## src/rtl/fetch_decode_controller.sv

```systemverilog
// Fetch/decode control unit: owns PC and IR, sequences each instruction through a Moore FSM
// and decodes State+IR into register-file, data-memory and ALU control lines.
module fetch_decode_controller (
  input  logic        Clk,
  input  logic        Reset,
  input  logic [15:0] IM_Data,
  output logic [6:0]  IM_Addr,
  output logic [6:0]  PC_Out,
  output logic [15:0] IR_Out,
  output logic [3:0]  State,
  output logic [3:0]  NextState,
  output logic [7:0]  D_Addr,
  output logic        D_Wr,
  output logic        RF_s,
  output logic        RF_W_en,
  output logic [3:0]  RF_W_addr,
  output logic [3:0]  RF_Ra_addr,
  output logic [3:0]  RF_Rb_addr,
  output logic [2:0]  Alu_s0,
  output logic        Halted
);

  typedef enum logic [3:0] {
    S_INIT   = 4'd0,
    S_FETCH  = 4'd1,
    S_DECODE = 4'd2,
    S_NOOP   = 4'd3,
    S_LOADA  = 4'd4,
    S_LOADB  = 4'd5,
    S_STORE  = 4'd6,
    S_ADD    = 4'd7,
    S_SUB    = 4'd8,
    S_HALT   = 4'd9
  } state_t;

  state_t      r_state;
  state_t      w_next;
  logic [6:0]  r_pc;
  logic [15:0] r_ir;
  logic [3:0]  w_opcode;

  assign w_opcode = r_ir[15:12];

  always_ff @(posedge Clk or negedge Reset) begin
    if (!Reset) begin
      r_state <= S_INIT;
    end else begin
      r_state <= w_next;
    end
  end

  // IR and PC only move on the Fetch->Decode edge, so they are frozen in Halt.
  always_ff @(posedge Clk or negedge Reset) begin
    if (!Reset) begin
      r_pc <= 7'd0;
      r_ir <= 16'h0000;
    end else if (r_state == S_FETCH) begin
      r_pc <= r_pc + 7'd1;
      r_ir <= IM_Data;
    end
  end

  always_comb begin
    w_next     = S_INIT;
    D_Addr     = 8'h00;
    D_Wr       = 1'b0;
    RF_s       = 1'b0;
    RF_W_en    = 1'b0;
    RF_W_addr  = 4'h0;
    RF_Ra_addr = 4'h0;
    RF_Rb_addr = 4'h0;
    Alu_s0     = 3'b000;
    Halted     = 1'b0;
    case (r_state)
      S_INIT:   w_next = S_FETCH;
      S_FETCH:  w_next = S_DECODE;
      S_DECODE: begin
        case (w_opcode)
          4'h1:    w_next = S_STORE;
          4'h2:    w_next = S_LOADA;
          4'h3:    w_next = S_ADD;
          4'h4:    w_next = S_SUB;
          4'h5:    w_next = S_HALT;
          default: w_next = S_NOOP;
        endcase
      end
      S_NOOP:   w_next = S_FETCH;
      S_LOADA: begin
        w_next = S_LOADB;
        D_Addr = r_ir[11:4];
      end
      S_LOADB: begin
        w_next    = S_FETCH;
        D_Addr    = r_ir[11:4];
        RF_s      = 1'b1;
        RF_W_en   = 1'b1;
        RF_W_addr = r_ir[3:0];
      end
      S_STORE: begin
        w_next     = S_FETCH;
        D_Addr     = r_ir[11:4];
        RF_Ra_addr = r_ir[3:0];
        Alu_s0     = 3'b000;
        D_Wr       = 1'b1;
      end
      S_ADD, S_SUB: begin
        w_next     = S_FETCH;
        RF_Ra_addr = r_ir[11:8];
        RF_Rb_addr = r_ir[7:4];
        Alu_s0     = (r_state == S_ADD) ? 3'b001 : 3'b010;
        RF_W_en    = 1'b1;
        RF_W_addr  = r_ir[3:0];
      end
      S_HALT: begin
        w_next = S_HALT;
        Halted = 1'b1;
      end
      default:  w_next = S_INIT;
    endcase
  end

  assign IM_Addr   = r_pc;
  assign PC_Out    = r_pc;
  assign IR_Out    = r_ir;
  assign State     = r_state;
  assign NextState = w_next;

endmodule

```

## config.mk

```make
export PLATFORM = sky130hd
export DESIGN_NAME = fetch_decode_controller
export DESIGN_NICKNAME = d
export VERILOG_FILES = /design/src/rtl/fetch_decode_controller.sv
export SDC_FILE = /design/constraint.sdc
export NUM_CORES = 1
export LEC_CHECK = 0
export CORE_ASPECT_RATIO = 0.75
export CORE_MARGIN = 1.5
export CORE_UTILIZATION = 39
export CTS_BUF_LIST = sky130_fd_sc_hd__clkbuf_2
export CTS_CLUSTER_SIZE = 10
export DETAILED_ROUTE_END_ITERATION = 7
export PLACE_DENSITY_LB_ADDON = 0.05
export SYNTH_ARGS = -nofsm -noshare
export SYNTH_HDL_FRONTEND = slang
export SYNTH_SLANG_ARGS = --single-unit
```

## constraint.sdc

```tcl
create_clock -name Clk -period 1.85 [get_ports Clk]
set_input_delay 0.37 -clock Clk [delete_from_list [all_inputs] [get_ports Clk]]
set_output_delay 0.37 -clock Clk [all_outputs]
set_load 0.01 [all_outputs]
```

Word-level counts from Yosys, hierarchy flattened
Cells that the tools add are included.
{ "classes": {"add_sub_neg": 1, "n_eq_ne": 14, "n_mux": 12, "n_reduce_logical": 5} }
{ "ops": {"columns": ["cell", "count"], "rows": [
  ["$pmux W4 S5", 2],
  ["$eq A4 B3 Y1 const B", 6],
  ["$eq A4 B2 Y1 const B", 4],
  ["$eq A4 B1 Y1 const B", 2],
  ["$eq A4 B4 Y1 const B", 2],
  ["$mux W4", 2],
  ["$mux W8", 1],
  ["$pmux W4 S2", 1],
  ["$add A7 B1 Y7 const B", 1],
  ["$reduce_or A3 Y1", 2],
  ["$reduce_or A6 Y1", 1],
  ["$logic_not A4 Y1", 1],
  ["$mux W1", 4],
  ["$mux W2", 2],
  ["$reduce_or A2 Y1", 1]
]} }
{ "totals": {"ff_bits": 27, "in_bits": 18, "output_inout_bits": 65, "wordCells": 35} }

Depth between registers and ports, before layout
{ "depth": {"depth_word": 3, "mapped_depth": 5, "ltp_nobuf": 4} }

Least setup slack after synthesis
Ideal clock, no wire load.
{ "synth_timing": {"kind": "register to output", "from": "reg r_state[0] (netlist: State[0])", "to": "out RF_Ra_addr[0]", "t_arrival_ns": 1.513, "required_ns": 1.480, "slack_ns": -0.033, "path_stages_with_launch": 5, "path_buffers": 1, "cell_sequence": "dfrtp_1 -> buf_2 -> nor4b_2 -> o21bai_1 -> a22o_1"} }
{ "synth_between": {"elab_chain_cells": 3, "elab_cells_between_ends": 5, "cone_classes": "eq/ne (3); mux (1); reduce/logical (1)"} }
{ "synth_rtl": {"columns": ["element", "line_no", "text"], "rows": [
  ["from (decl)", "36", "state_t r_state;"],
  ["from (signal assigned)", "48", "r_state <= w_next;"],
  ["$eq A4 B3 Y1 / $eq A4 B4 Y1 (equally long branches)", "74", "case (r_state)"],
  ["$reduce_or A2 Y1", null, null],
  ["$pmux W4 S2 *", "74", null],
  ["to (decl)", "17", "output logic [3:0] RF_Ra_addr,"]
]} }
Mark *: on every way between the ends. The rest lies on a longest branch, timed or not.

Worst setup path in the final report
{ "layout_timing": {"from": "reg r_state[0] (netlist: State[0])", "to": "out NextState[3]"} }
{ "layout_between": {"elab_chain_cells": 3, "elab_cells_between_ends": 12, "cone_classes": "eq/ne (9); mux (1); reduce/logical (2)"} }
{ "layout_rtl": {"columns": ["element", "line_no", "text"], "rows": [
  ["$eq A4 B3 Y1, or another cell as far along", "74", null],
  ["$reduce_or A6 Y1 (no source line)", null, null],
  ["$pmux W4 S5 *", "74", null],
  ["to (decl)", "11", "output logic [3:0] NextState,"]
]} }
Marked as above.

==> run_results.csv <==
group,metric,value,unit
logic_synthesis,netlist_instances,126,
layout,final_cells,305,
clocking,clk_root_buffer_cell,"sky130_fd_sc_hd__clkbuf_2",
global_routing,wire_length_of_the_first_global_routing_pass,7280,um
sta,timing.final.max_slew_violations,0,
setup_path,critical_path_peak_fanout,3,
clocking,clock_tree.htree_level_count,1,
clocking,clock-sinks,27,
layout,num-fill-cells,178,
logic_synthesis,synth_sequential_area_ratio,0.471,
routing,via_per_inst,5.07,
global_routing,pin_count_of_the_biggest_net_entering_global_routing,28,
global_routing,grt_pass1_vias,1420,
layout,most-common-layout-cells,"42 x sky130_fd_sc_hd__clkdlybuf4s50_1, 39 x sky130_fd_sc_hd__buf_4, 33 x sky130_fd_sc_hd__buf_6",
layout,design_area,2920,um^2
setup_path,crit_buf_inv,2,
clocking,max-clock-path-buffers,2,
setup_path,critPathTopFamily,"simple AND/OR/NAND/NOR gates",
clocking,hold_buffers,0,
setup_path,cp_slowest_stage_delay,0.51,ns
logic_synthesis,synth_top_area_share,0.471,
routing,post_route_wl,5670,um
placement,finalWeightedCongestion,0.727,
floorplanning,dieArea,4050,um^2
clocking,clock_insertion_delay_at_the_later_pin_of_the_skew_report,0.41,ns
setup_path,rr_endpoint,"State[1]",
setup_path,cp_data_required_time,1.48,ns
clocking,tritoncts,"built",
sta,clock_skew,0.0448,ns
logic_synthesis,netlist-cell-type-count,31,
floorplanning,initial_utilization,0.422,
routing,drt.antenna.violating_nets,0,
logic_synthesis,post-synth-top-area-cell,"sky130_fd_sc_hd__dfrtp_1",
sta,timing.final.ws_setup,-0.460,ns
floorplanning,fp.dieH,55.5,um
routing,detail_route.iter0.violations,120,
power_and_ir_drop,vdd_drop_max,1.21,mV
layout,syn2layout_area_growth,104,%
layout,share_of_cells_above_drive_strength_1,0.588,
logic_synthesis,yosys_warnings,0,
setup_path,rr_startpoint,"State[0]",
placement,dp.final_hpwl,2920,um
setup_path,timing.reg2reg.worst_path_depth,14,
sta,final.period_utilization,1.25,
sta,finalSetupViolCount,52,
routing,routed-via-count,1546,
logic_synthesis,synth_nets,145,
placement,post-place-ws,-0.502,ns
clocking,tritoncts.num_buffers,3,
floorplanning,die_w,73.0,um
floorplanning,coreArea,3400,um^2
hold_path,hold_path.class,"in2async",
logic_synthesis,synth_area,1430,um^2
sta,achievable-frequency,433,MHz
power_and_ir_drop,cellLeakagePower,1.35,nW
setup_path,worst_path_arrival_time,1.94,ns
run,drv.max_cap_violation_count,0,
routing,first_pass_iters,4,
setup_path,crit_path_start_kind,"flop",
sta,timing.setup.tns,-10.95,ns
logic_synthesis,synthTopCellsByArea,"sky130_fd_sc_hd__dfrtp_1 47%, sky130_fd_sc_hd__mux2_2 13%, sky130_fd_sc_hd__and2_1 7.0%",
placement,post-place-cells,265,
setup_path,critical_path.endpoint_type,"primary output",
routing,route.detailed.drc,0,
placement,place_area,2380,um^2
outcome,violations_in_the_final_reports,"setup timing",
power_and_ir_drop,pwr_density_cell,1710,nW/um^2
routing,drt-wirelength-per-cell,18.6,um
layout,design.final.nets,275,
floorplanning,placement_rows,18,
sta,finalHoldViolations,0,
floorplanning,ioPinCount,83,
global_routing,grt_antenna_before_repair,0,
setup_path,ff_to_ff_setup_slack,-0.43,ns
layout,mostFrequentLayoutCell,"sky130_fd_sc_hd__clkdlybuf4s50_1",
setup_path,timing.critical_path.cells,"buf_4, nand2b_4, or4_4, a21oi_4, buf_6",
logic_synthesis,postSynthAreaPerCell,11.4,um^2
sta,post-route-min-period,2.31,ns
setup_path,timing_worst_setup_path_type,"reg2out",
layout,antenna-diode-count,0,
global_routing,global_route.usage.total,0.235,
placement,io_buffer_count,81,
logic_synthesis,yosys_register_bits,27,
setup_path,cp_slowest_cell,"sky130_fd_sc_hd__dfrtp_2",
outcome,result_of_the_run,"finished, violations left",
sta,grt_setup_unrepaired,"true",
clocking,cts.clk_slew.worst_paths,0.30,ns
global_routing,total_grt_overflow,0,
[how the worst max path moves through the flow]
stage / startpoint / endpoint / slack (ns) / cells past startpoint
after floorplan: State[0] / RF_Ra_addr[0] / 0.04 / 4
after detailed placement: State[2] / RF_Ra_addr[1] / -0.50 / 4
final: State[0] / NextState[3] / -0.46 / 5
after global placement: State[0] / NextState[3] / -0.36 / 4
after global routing: State[1] / RF_W_addr[2] / -0.51 / 6
after CTS: State[1] / RF_Ra_addr[3] / -0.39 / 6
[timing repair]
item	in CTS	in global routing
gates resized for setup	152	68
pin swaps	12	15
setup buffers	28	12
setup endpoints to repair	37	61
cloned	0	2
[synthesized netlist by cell type]
cell type / instances
sky130_fd_sc_hd__nor4b_2: 1
sky130_fd_sc_hd__a21oi_1: 3
sky130_fd_sc_hd__nor4b_1: 1
sky130_fd_sc_hd__nor3_1: 3
sky130_fd_sc_hd__buf_2: 3
sky130_fd_sc_hd__and3_1: 2
sky130_fd_sc_hd__a211oi_1: 2
sky130_fd_sc_hd__and2_1: 16
sky130_fd_sc_hd__dfrtp_1: 27
sky130_fd_sc_hd__and3b_1: 1
sky130_fd_sc_hd__or4_1: 1
sky130_fd_sc_hd__o211ai_1: 1
sky130_fd_sc_hd__nand2_1: 3
sky130_fd_sc_hd__xor2_1: 2
sky130_fd_sc_hd__xnor2_1: 5
sky130_fd_sc_hd__buf_6: 1
sky130_fd_sc_hd__a22o_1: 4
sky130_fd_sc_hd__nand3b_1: 1
sky130_fd_sc_hd__clkbuf_1: 1
sky130_fd_sc_hd__nand2b_1: 5
sky130_fd_sc_hd__inv_1: 1
sky130_fd_sc_hd__nor4b_4: 1
sky130_fd_sc_hd__o2111ai_1: 1
sky130_fd_sc_hd__ha_1: 1
sky130_fd_sc_hd__o21ai_0: 4
sky130_fd_sc_hd__buf_4: 9
sky130_fd_sc_hd__conb_1: 1
sky130_fd_sc_hd__mux2_2: 17
sky130_fd_sc_hd__nor2_1: 3
sky130_fd_sc_hd__o21bai_1: 2
sky130_fd_sc_hd__nand4_1: 3
[through the flow]
step / util / power [mW] / hold WS (ns)
after floorplan: - / 2.32 / 0.0744
after global placement: 0.701 / 3.54 / 0.485
after detailed placement: 0.701 / 3.60 / 0.496
after CTS: 0.760 / 4.27 / 0.318
after global routing: 0.859 / 5.24 / 0.317
final: 0.859 / 5.01 / 0.292
[flip-flops by register name (all words and copies together), names as in the netlist]
register	cells
IR_Out	16
IM_Addr	7
State	4
[final cells by class]
type	instances	area [um^2]	share of cell area
multi-input cells	84	835	0.286
repair buffers	139	1320	0.451
clock buffers	4	20.0	0.00685
well taps	50	62.6	0.0214
inverters	1	3.75	0.00128
flip-flops and latches	27	684	0.234
[where the power goes]
group / switching (mW) / internal (mW)
combinational: 1.39 / 2.11
sequential: 0.366 / 0.884
clock: 0.194 / 0.0569
[metal layers]
layer	track usage	wire (um)	up-vias
met1	0.309	2300	742
met2	0.384	2790	91
li1	-	-	693
met4	0.0728	209	0
met5	0	0	-
met3	0.0493	373	20
[logic make-up after synthesis]
group           after synthesis  share of synthesized area
simple gates                 41                      0.189
flops                        27                      0.471
compound gates               17                     0.0811
mux                          17                      0.134
buf+inv                      15                     0.0707
xor+xnor                      7                     0.0428
fa+ha+maj                     1                    0.00872
other cells                   1                    0.00262
Power figures use the tool's default switching activity.
